File: src/rtl/sram_confreg.sv
// sram_confreg: memory-mapped configuration/peripheral registers on the data
// SRAM port. It decodes one 64 KB physical window and provides the timer,
// compare interrupt, LED, seven-segment number, switch input and simulation
// flag registers. Read data is registered, giving the one-cycle SRAM latency.
module sram_confreg #(
    parameter logic [31:0] BASE = 32'h1faf_0000,
    parameter logic        SIMU = 1'b0
) (
    input  logic        clk,
    input  logic        rst,
    input  logic        data_sram_en,
    input  logic [3:0]  data_sram_wen,
    input  logic [31:0] data_sram_addr,
    input  logic [31:0] data_sram_wdata,
    output logic [31:0] data_sram_rdata,
    input  logic [7:0]  switch,
    output logic [15:0] led,
    output logic [31:0] num_data,
    output logic        timer_int
);

    localparam logic [15:0] OFF_TIMER   = 16'he000;
    localparam logic [15:0] OFF_COMPARE = 16'he004;
    localparam logic [15:0] OFF_LED     = 16'hf000;
    localparam logic [15:0] OFF_NUM     = 16'hf010;
    localparam logic [15:0] OFF_SWITCH  = 16'hf020;
    localparam logic [15:0] OFF_SIMU    = 16'hfff0;

    // Byte-lane merge of write data into an existing register value.
    function automatic logic [31:0] merge_bytes(
        input logic [31:0] old_val,
        input logic [31:0] wdata,
        input logic [3:0]  wen
    );
        logic [31:0] res;
        for (int i = 0; i < 4; i++) begin
            res[8*i +: 8] = wen[i] ? wdata[8*i +: 8] : old_val[8*i +: 8];
        end
        return res;
    endfunction

    logic        hit_s;
    logic        wr_s;
    logic        rd_s;
    logic [15:0] word_off_s;
    logic        sel_timer_s;
    logic        sel_compare_s;
    logic        sel_led_s;
    logic        sel_num_s;
    logic        sel_switch_s;
    logic        sel_simu_s;
    logic [31:0] rd_mux_s;
    logic [31:0] led_merge_s;
    logic        addr_unused_s;

    logic [31:0] timer_r;
    logic [31:0] compare_r;
    logic [15:0] led_r;
    logic [31:0] num_r;
    logic [7:0]  sw_meta_r;
    logic [7:0]  sw_sync_r;
    logic        timer_int_r;
    logic [31:0] rdata_r;

    // Byte offset bits [1:0] select nothing; only the upper LED merge bits are discarded too.
    assign addr_unused_s = ^{data_sram_addr[1:0], led_merge_s[31:16]};

    assign hit_s      = data_sram_en & (data_sram_addr[31:16] == BASE[31:16]);
    assign wr_s       = hit_s & (|data_sram_wen);
    assign rd_s       = hit_s & (data_sram_wen == 4'b0000);
    assign word_off_s = {data_sram_addr[15:2], 2'b00};
    assign led_merge_s = merge_bytes({16'h0000, led_r}, data_sram_wdata, data_sram_wen);

    // Decode the word offset into one-hot register selects.
    always_comb begin
        sel_timer_s   = 1'b0;
        sel_compare_s = 1'b0;
        sel_led_s     = 1'b0;
        sel_num_s     = 1'b0;
        sel_switch_s  = 1'b0;
        sel_simu_s    = 1'b0;
        case (word_off_s)
            OFF_TIMER:   sel_timer_s   = 1'b1;
            OFF_COMPARE: sel_compare_s = 1'b1;
            OFF_LED:     sel_led_s     = 1'b1;
            OFF_NUM:     sel_num_s     = 1'b1;
            OFF_SWITCH:  sel_switch_s  = 1'b1;
            OFF_SIMU:    sel_simu_s    = 1'b1;
            default:     sel_timer_s   = 1'b0;
        endcase
    end

    // Read multiplexer over the pre-edge register values; unmapped offsets read 0.
    always_comb begin
        rd_mux_s = 32'h0000_0000;
        if (sel_timer_s) begin
            rd_mux_s = timer_r;
        end else if (sel_compare_s) begin
            rd_mux_s = compare_r;
        end else if (sel_led_s) begin
            rd_mux_s = {16'h0000, led_r};
        end else if (sel_num_s) begin
            rd_mux_s = num_r;
        end else if (sel_switch_s) begin
            rd_mux_s = {24'h00_0000, sw_sync_r};
        end else if (sel_simu_s) begin
            rd_mux_s = {31'h0000_0000, SIMU};
        end else begin
            rd_mux_s = 32'h0000_0000;
        end
    end

    // Free-running timer; a write replaces the increment for that cycle.
    always_ff @(posedge clk) begin
        if (rst) begin
            timer_r <= 32'h0000_0000;
        end else if (wr_s && sel_timer_s) begin
            timer_r <= merge_bytes(timer_r, data_sram_wdata, data_sram_wen);
        end else begin
            timer_r <= timer_r + 32'd1;
        end
    end

    // Writable configuration registers: COMPARE, LED and NUM.
    always_ff @(posedge clk) begin
        if (rst) begin
            compare_r <= 32'h0000_0000;
            led_r     <= 16'h0000;
            num_r     <= 32'h0000_0000;
        end else begin
            if (wr_s && sel_compare_s) begin
                compare_r <= merge_bytes(compare_r, data_sram_wdata, data_sram_wen);
            end else begin
                compare_r <= compare_r;
            end
            if (wr_s && sel_led_s) begin
                led_r <= led_merge_s[15:0];
            end else begin
                led_r <= led_r;
            end
            if (wr_s && sel_num_s) begin
                num_r <= merge_bytes(num_r, data_sram_wdata, data_sram_wen);
            end else begin
                num_r <= num_r;
            end
        end
    end

    // Two-flop synchronizer for the asynchronous board switches.
    always_ff @(posedge clk) begin
        if (rst) begin
            sw_meta_r <= 8'h00;
            sw_sync_r <= 8'h00;
        end else begin
            sw_meta_r <= switch;
            sw_sync_r <= sw_meta_r;
        end
    end

    // Sticky compare-match interrupt; any COMPARE write clears it and wins over a match.
    always_ff @(posedge clk) begin
        if (rst) begin
            timer_int_r <= 1'b0;
        end else if (wr_s && sel_compare_s) begin
            timer_int_r <= 1'b0;
        end else if (timer_r == compare_r) begin
            timer_int_r <= 1'b1;
        end else begin
            timer_int_r <= timer_int_r;
        end
    end

    // Registered read data: zero for writes, misses and idle cycles.
    always_ff @(posedge clk) begin
        if (rst) begin
            rdata_r <= 32'h0000_0000;
        end else if (rd_s) begin
            rdata_r <= rd_mux_s;
        end else begin
            rdata_r <= 32'h0000_0000;
        end
    end

    assign data_sram_rdata = rdata_r;
    assign led             = led_r;
    assign num_data        = num_r;
    assign timer_int       = timer_int_r;

endmodule

File: config.mk
export PLATFORM = sky130hd
export DESIGN_NAME = sram_confreg
export DESIGN_NICKNAME = d
export VERILOG_FILES = /design/src/rtl/sram_confreg.sv
export SDC_FILE = /design/constraint.sdc
export NUM_CORES = 1
export LEC_CHECK = 0
export CAP_MARGIN = 10
export CORE_ASPECT_RATIO = 0.5
export CORE_MARGIN = 2
export CORE_UTILIZATION = 35
export CTS_BUF_LIST = sky130_fd_sc_hd__clkbuf_16
export DETAILED_ROUTE_END_ITERATION = 7
export MAX_ROUTING_LAYER = met4
export PLACE_DENSITY = 0.67
export SLEW_MARGIN = 5
export SYNTH_ARGS = -nofsm -noshare
export SYNTH_HDL_FRONTEND = slang
export SYNTH_SLANG_ARGS = --single-unit
File: constraint.sdc
create_clock -name clk -period 3.05 [get_ports clk]
set_input_delay 0.61 -clock clk [delete_from_list [all_inputs] [get_ports clk]]
set_output_delay 0.61 -clock clk [all_outputs]
set_load 0.05 [all_outputs]
==> results.txt, run 1 <==
----------------------------------------------------
[Worst hold path]
  Class of the worst hold path ... flop to flop
  Hold depth ... 1
  Start point of the worst min-delay path ... sw_meta_r[1]
  Worst Hold End ... sw_sync_r[1]

[Worst setup path]
  CP Data Required Time ... about 3.4 ns
  Number of cells traversed by the worst register-to-register path ... 7
  Minimum setup slack among reg-to-reg paths ... roughly 0.73 ns
  Worst reg2reg startpoint ... timer_r[10]
  Arrival @ worst endpoint ... around 3.2 ns
  Startpoint kind of the worst setup timing path ... input port
  Critical Path End Type ... flop
  Endpoint of the worst-slack reg-to-reg timing path ... timer_r[28]
  Maximum fanout count along the critical path ... 11
  Critical Setup Path Class ... input port to flop

[Floorplan]
  Die extent in y ... between 100 and 150 µm
  Chip width ... 209 µm
  Core area ... a little over 20000 µm²
  Cell Rows ... 37
  Top-level I/O count ... 160
  Starting Density ... between 30% and 40%
  Floorplan die area ... 22200 µm²

[GRT]
  Wire length of the first global-routing pass ... roughly 38000 µm
  Antenna violations before repair ... 0
  Peak-usage layer in the global routing report ... met2
  Global routing usage on met2 ... about 33%
  Maximum number of pins on one net before global-route repair ... 69
  M3 GR Usage ... 5.49%
  Met1 demand-to-capacity share in global routing ... between 20% and 30%
  Gr usage total ... 22.4%
  Vias in the first global route ... just under 7000
  Remaining global-route overflow ... 0

[Clock tree]
  Resized Gates After CTS ... 0
  Total number of clock tree sinks ... 161
  Post-CTS setup buffers ... 0
  Source-to-sink clock delay at the later pin of the worst-skew pair ... 0.44 ns
  # hold bufs at CTS ... 0
  Master cell of the clock root buffer ... clkbuf_16
  H-tree levels ... 4
  Clock-pin slew of the registers on the worst-case setup and hold paths ... 0.06 ns
  CTS Buf Count ... 17
  Maximum clock insertion buffer count ... 2
  CTS tree ... built

[Power and ir drop]
  Power per cell area ... approximately 460 nW/µm²
  Worst voltage drop across the vdd grid ... about 0.40 mV
  Leakage dissipation ... approximately 0.0036 µW

[Finish]
  Layout overhead on the synthesized area ... 35.7%
  Net total in the final layout ... 1084
  Total of fill cells in the finished design ... 1945
  Share of layout cells above drive strength 1 ... 9.66%
  Most common cell after layout, fill and taps aside ... dfxtp_1
  Diodes inserted ... 0
  Commonest cells after routing, fill and taps aside ... dfxtp_1 (161), clkdlybuf4s50_1 (156), nand2_1 (95)

[Route]
  Initial DRC Count ... approximately 850
  Post-detailed-route DRC marker count ... 0
  Wire length per cell ... 18.6 µm
  Mean number of vias per cell ... 5.50
  Number of detailed-route iterations in the first pass ... 8
  Count of antenna-violating nets left after detailed routing ... 0
  Total vias in the final route ... 7085
  Total Wirelength ... 24000 µm

[Synth]
  Avg Cell Area, Syn ... 8.72 µm²
  Area of the mapped netlist ... 7340 µm²
  Synth top area share ... between 40% and 50%
  Cell count after synthesis ... approximately 840
  Net Count, Synth ... around 900
  Proportion of synthesized chip area in sequential cells ... ~44%
  Post-synthesis async set-or-reset flop share ... 0%
  Synthesized flop and latch total ... ~160
  Count of warnings emitted by yosys ... 0
  Cell accounting for the most synthesized area ... dfxtp_1
  Main area contributors after synthesis ... dfxtp_1 (44%), mux2i_1 (7.9%), nand2_1 (4.9%), nor2_1 (4.5%), a21oi_1 (4.0%)
  Commonest register cell after synthesis ... dfxtp_1
  Number of enable-type register cells in the synthesized netlist ... 0
  Number of distinct standard cells referenced by the synthesized netlist ... 56

[Timing]
  Worst path setup slack after routing ... 0.218 ns
  Final worst-path cycle share ... between 90% and 100%
  Total negative setup slack ... 0 ns
  Final setup viols ... 0
  Final count of hold timing violations ... 0
  Min Hold Slack ... 0.434 ns
  Worst slew slack as a fraction of its limit ... between 40 and 50%
  Max Freq ... about 350 MHz
  Slew at the pin closest to its max-slew limit ... 0.768 ns
  Worst clock skew ... between 0.009 and 0.01 ns
  Final slew viol count ... 0
  Time the final worst path needs with I/O delays and setup ... about 2.8 ns
  Unrepaired setup endpoints after global routing ... false

[Placement]
  Dpl ws ... -0.178 ns
  Port Buffers ... approximately 160
  Placer congestion estimate ... between 0.9 and 1
  DPL Wire Length ... 17600 µm

[Run status]
  Run status ... finished, final reports clean

[Run]
  Number of maximum-capacitance constraint violations ... 0

----------------------------------------------------
[power by group]
part           internal (µW)  leakage [µW]  switching (µW)  total (µW)
logic                    127       0.00202             117         244
registers               2120       0.00130            9.22        2130
clock network           1350      0.000289             861        2210
[worst max path at each step]
| stage | start | endpoint | cells after the start |
|---|---|---|---|
| 2_1_floorplan | data_sram_addr[22] | compare_r[31] | 7 |
| 3_3_place_gp | data_sram_addr[10] | timer_r[28] | 7 |
| 3_5_place_dp | data_sram_addr[7] | timer_r[28] | 7 |
| 4_1_cts | data_sram_addr[7] | timer_r[28] | 7 |
| 5_1_grt | data_sram_addr[2] | timer_r[28] | 7 |
| 6_report | data_sram_addr[2] | timer_r[28] | 7 |
[cells in the mapped netlist, drive strengths merged, types with 2 or more instances]
| master | number |
|---|---|
| nor3b | 5 |
| nand4b | 3 |
| nand3 | 42 |
| nor3 | 16 |
| and2 | 5 |
| nand4 | 22 |
| mux2i | 58 |
| nor2b | 23 |
| and4 | 7 |
| a22oi | 3 |
| dfxtp | 161 |
| and3 | 12 |
| a22o | 8 |
| nor4 | 9 |
| o211ai | 8 |
| a21oi | 59 |
| a32oi | 4 |
| nand2 | 96 |
| nand2b | 2 |
| a221oi | 8 |
| a31oi | 23 |
| or3 | 6 |
| o21ai | 43 |
| nor2 | 89 |
| a2bb2oi | 5 |
| clkbuf | 39 |
| or4 | 2 |
| o31ai | 2 |
| inv | 4 |
| a222oi | 15 |
| buf | 19 |
| xnor2 | 32 |
| nor4b | 3 |
[metal layers]
layer | up-vias | share of wire (%) | wire length [µm]
li1 | 3361 | - | -
met1 | 3407 | 46 | 11100
met2 | 268 | 44 | 10600
met3 | 49 | 7.3 | 1750
met4 | 0 | 2.4 | 581
met5 | - | 0 | 0
[sequential cells by signal, indices dropped and copies added, names as in the netlist]
signal	count
led	16
sw_meta_r	8
sw_sync_r	8
timer_r	32
compare_r	32
timer_int	1
num_data	32
data_sram_rdata	32
[critical path, cell delays in order]
cell and delay, ns:
clkdlybuf4s50_1 0.45, nor4_2 0.39, nand4_1 0.24, nor3_2 0.61, nand2_1 0.38, and3_1 0.27, o21ba_2 0.20
[kinds of logic (layout without fill, tap and decap cells)]
logic type	after synthesis	in the layout	share of synthesized area, %
simple gates	344	344	24.6
compound gates	183	183	15.9
flops	161	161	43.9
buf+inv	62	236	3.74
mux	58	58	7.91
xor+xnor	32	32	3.82
fa+ha+maj	1	1	0.171
[stage by stage]
stage	util (%)	instance area [µm²]	cells	total power, µW
6_report	48.4	9950	1288	4580
5_1_grt	48.4	9950	1288	4700
4_1_cts	48.4	9950	1288	4600
3_5_place_dp	45.5	9350	1258	2410
3_3_place_gp	45.5	9350	1258	2410
2_1_floorplan	-	7340	841	2250
[cell type report]
type	count	area (µm²)	area share, %
well taps	273	342	3.43
inverters	4	15.0	0.151
multi-input cells	618	3860	38.8
repair buffers	202	1920	19.3
clock buffers	17	425	4.27
clock inverters	13	171	1.72
flip-flops and latches	161	3220	32.4
Note: power is estimated with default switching activity, not from simulation.
==> run 2: changes to the inputs <==
REMOVE_ABC_BUFFERS = 1   (was default)
==> results.txt, run 2 (synthesis results as in run 1) <==
----------------------------------------------------
[Run status]
  Run status ... finished, final reports clean

[Clock tree]
  Source-to-sink clock delay at the later pin of the worst-skew pair ... 0.43 ns (about the same)
  Maximum clock insertion buffer count ... 2 (unchanged)
  Post-CTS setup buffers ... 0 (unchanged)
  CTS Buf Count ... 17 (unchanged)
  Clock-pin slew of the registers on the worst-case setup and hold paths ... 0.06 ns (about the same)
  Total number of clock tree sinks ... 161 (unchanged)
  CTS tree ... built
  Resized Gates After CTS ... 0 (unchanged)
  Master cell of the clock root buffer ... clkbuf_16
  # hold bufs at CTS ... 0 (unchanged)
  H-tree levels ... 4 (unchanged)

[Power and ir drop]
  Sequential cell fraction of total power ... 48.0% (+1.6 points)
  Worst voltage drop across the vdd grid ... 0.354 mV (-11%)
  Leakage dissipation ... 0.00357 µW (-1.2%)
  Net switching share of the total power ... 23.8% (+2.2 points)
  Power per cell area ... 446 nW/µm² (-3.1%)
  Sw Pwr ... 1050 µW (+6.4%)
  Proportion of power drawn by combinational gates ... 5.5% (+0.2 points)
  Clock network power share ... 46.4% (-1.8 points)
  Cell-internal power ... 3370 µW (-6.1%)

[Route]
  Mean number of vias per cell ... 5.47 (-0.47%)
  Total Wirelength ... 22900 µm (-4.5%)
  Total vias in the final route ... 7046 (-0.55%)
  Wire length per cell ... 17.8 µm (-4.4%)
  Number of detailed-route iterations in the first pass ... 6 (-2)
  Initial DRC Count ... 663 (-22%)
  Count of antenna-violating nets left after detailed routing ... 0 (unchanged)
  Post-detailed-route DRC marker count ... 0 (unchanged)

[GRT]
  Gr usage total ... 21.4% (-0.94 points)
  Vias in the first global route ... 6994 (+1.5%)
  Maximum number of pins on one net before global-route repair ... 43 (-38%)
  Wire length of the first global-routing pass ... 36800 µm (-2.3%)
  Antenna violations before repair ... 0 (unchanged)
  Remaining global-route overflow ... 0 (unchanged)

[Placement]
  DPL Wire Length ... 16800 µm (-4.7%)
  Port Buffers ... 157 (unchanged)
  Placer congestion estimate ... 0.897 (-2.5%)
  Dpl ws ... -0.134 ns (+0.0441 ns)

[Floorplan]
  Chip width ... 209 µm (unchanged)
  Core area ... 20600 µm² (unchanged)
  Die extent in y ... 106 µm (unchanged)
  Floorplan die area ... 22200 µm² (unchanged)
  Top-level I/O count ... 160 (unchanged)
  Cell Rows ... 37 (unchanged)
  Starting Density ... 35.7% (unchanged)

[Worst hold path]
  Class of the worst hold path ... flop to flop
  Worst Hold End ... sw_sync_r[2]
  Hold depth ... 1 (unchanged)
  Start point of the worst min-delay path ... sw_meta_r[2]

[Timing]
  Final setup viols ... 0 (unchanged)
  Worst clock skew ... 0.0127 ns (+0.00326 ns)
  Final slew viol count ... 0 (unchanged)
  Total negative setup slack ... 0 ns (unchanged)
  Final worst-path cycle share ... 90.1% (-2.8 points)
  Worst slew slack as a fraction of its limit ... 24.8% (-24 points)
  Max Freq ... 364 MHz (+3.1%)
  Time the final worst path needs with I/O delays and setup ... 2.75 ns (-0.0849 ns)
  Final count of hold timing violations ... 0 (unchanged)
  Slew at the pin closest to its max-slew limit ... 1.12 ns (+0.352 ns)
  Worst path setup slack after routing ... 0.303 ns (+0.0849 ns)
  Unrepaired setup endpoints after global routing ... false

[Worst setup path]
  Worst reg2reg startpoint ... timer_r[10]
  Maximum fanout count along the critical path ... 7 (-4)
  Crit-path cells ... clkdlybuf4s50_1 -> or4_4 -> nand3_2 -> nor3_2 -> nor3_1 -> a32oi_1 -> a21oi_1
  Minimum setup slack among reg-to-reg paths ... 0.72 ns (about the same)
  CP Data Required Time ... 3.40 ns (+0.03 ns)
  Cell at the slowest stage of the critical path ... nor3_1
  Critical Path End Type ... flop
  Worst stage delay on the critical path ... 0.91 ns (+0.30 ns)
  Endpoint of the worst-slack reg-to-reg timing path ... timer_r[28]
  Startpoint kind of the worst setup timing path ... input port
  Number of cells traversed by the worst register-to-register path ... 7 (unchanged)
  Critical Setup Path Class ... input port to flop
  Arrival @ worst endpoint ... 3.10 ns (-0.06 ns)

[Finish]
  Most common cell after layout, fill and taps aside ... dfxtp_1
  Layout overhead on the synthesized area ... 35.2%
  Total of fill cells in the finished design ... 1939 (-0.31%)
  Net total in the final layout ... 1082 (-0.18%)
  Share of layout cells above drive strength 1 ... 9.86% (+0.21 points)
  Commonest cells after routing, fill and taps aside ... dfxtp_1 (161), clkdlybuf4s50_1 (156), nand2_1 (95)
  Diodes inserted ... 0 (unchanged)

[Run]
  Number of maximum-capacitance constraint violations ... 0 (unchanged)

----------------------------------------------------
==> run 2: changes by cell type in the layout (fill, tap and decap cells not counted) <==
cell,before,now
clkinvlp_4,3,4
buf_12,1,3
inv_8,0,1
inv_1,6,4
buf_4,45,41
nor3b_2,1,2
clkinv_1,2,1
clkinv_4,0,3
inv_6,1,3
nor3b_4,1,0
bufinv_16,4,1
==> run 2: area by class of cell <==
type | count | area [µm²] | area share (%)
clock inverters | 14 | 133 | 1.34
multi-input cells | 618 | 3850 | 38.8
clock buffers | 17 | 425 | 4.29
flip-flops and latches | 161 | 3220 | 32.5
well taps | 273 | 342 | 3.44
inverters | 4 | 15.0 | 0.151
repair buffers | 200 | 1930 | 19.5
==> run 2: critical path: cells and delay by family <==
kind / cells / cell delay [ns]
buf+inv: 1 / 0.46
compound gates: 2 / 0.41
simple gates: 4 / 1.62
==> run 2: per-layer routing <==
layer	track usage (%)	share of wire (%)
met5	-	0
met4	6.07	1.3
met3	3.72	6.9
met2	33.8	46
met1	28.4	46
==> run 2: worst max-delay path by stage <==
stage	startpoint	to	slack (ns)	cells after the start
final	data_sram_wen[0]	timer_r[19]	0.30	7
after global routing	data_sram_wen[0]	timer_r[25]	0.14	7
after CTS	data_sram_wen[0]	timer_r[19]	0.31	7
after detailed placement	data_sram_wen[0]	timer_r[19]	-0.13	7
after global placement	data_sram_wen[0]	timer_r[19]	-0.09	7
after floorplan	data_sram_addr[10]	num_data[0]	-1.10	6
==> run 2: power groups by stage <==
stage / combinational, µW / clock, µW / sequential [µW]
after CTS: 243 / 2090 / 2120
after detailed placement: 242 / 0 / 2170
after global placement: 239 / 0 / 2170
final: 244 / 2050 / 2130
after floorplan: 44.6 / 0 / 2180
after global routing: 260 / 2170 / 2130
==> run 2: per-stage QoR <==
step / hold slack, ns / cells / power (µW) / instance area, µm² / util [%]
3_3_place_gp: 0.428 / 1256 / 2410 / 9360 / 45.5
6_report: 0.438 / 1287 / 4420 / 9920 / 48.3
2_1_floorplan: 0.414 / 783 / 2220 / 7080 / -
4_1_cts: 0.440 / 1287 / 4450 / 9920 / 48.3
5_1_grt: 0.459 / 1287 / 4550 / 9920 / 48.3
3_5_place_dp: 0.425 / 1256 / 2420 / 9360 / 45.5
==> run 3: changes to the inputs <==
SKIP_CTS_REPAIR_TIMING = 1   (was default)
==> results of run 3 <==
No change in the layout: final DEF, timing and power equal those of run 2.
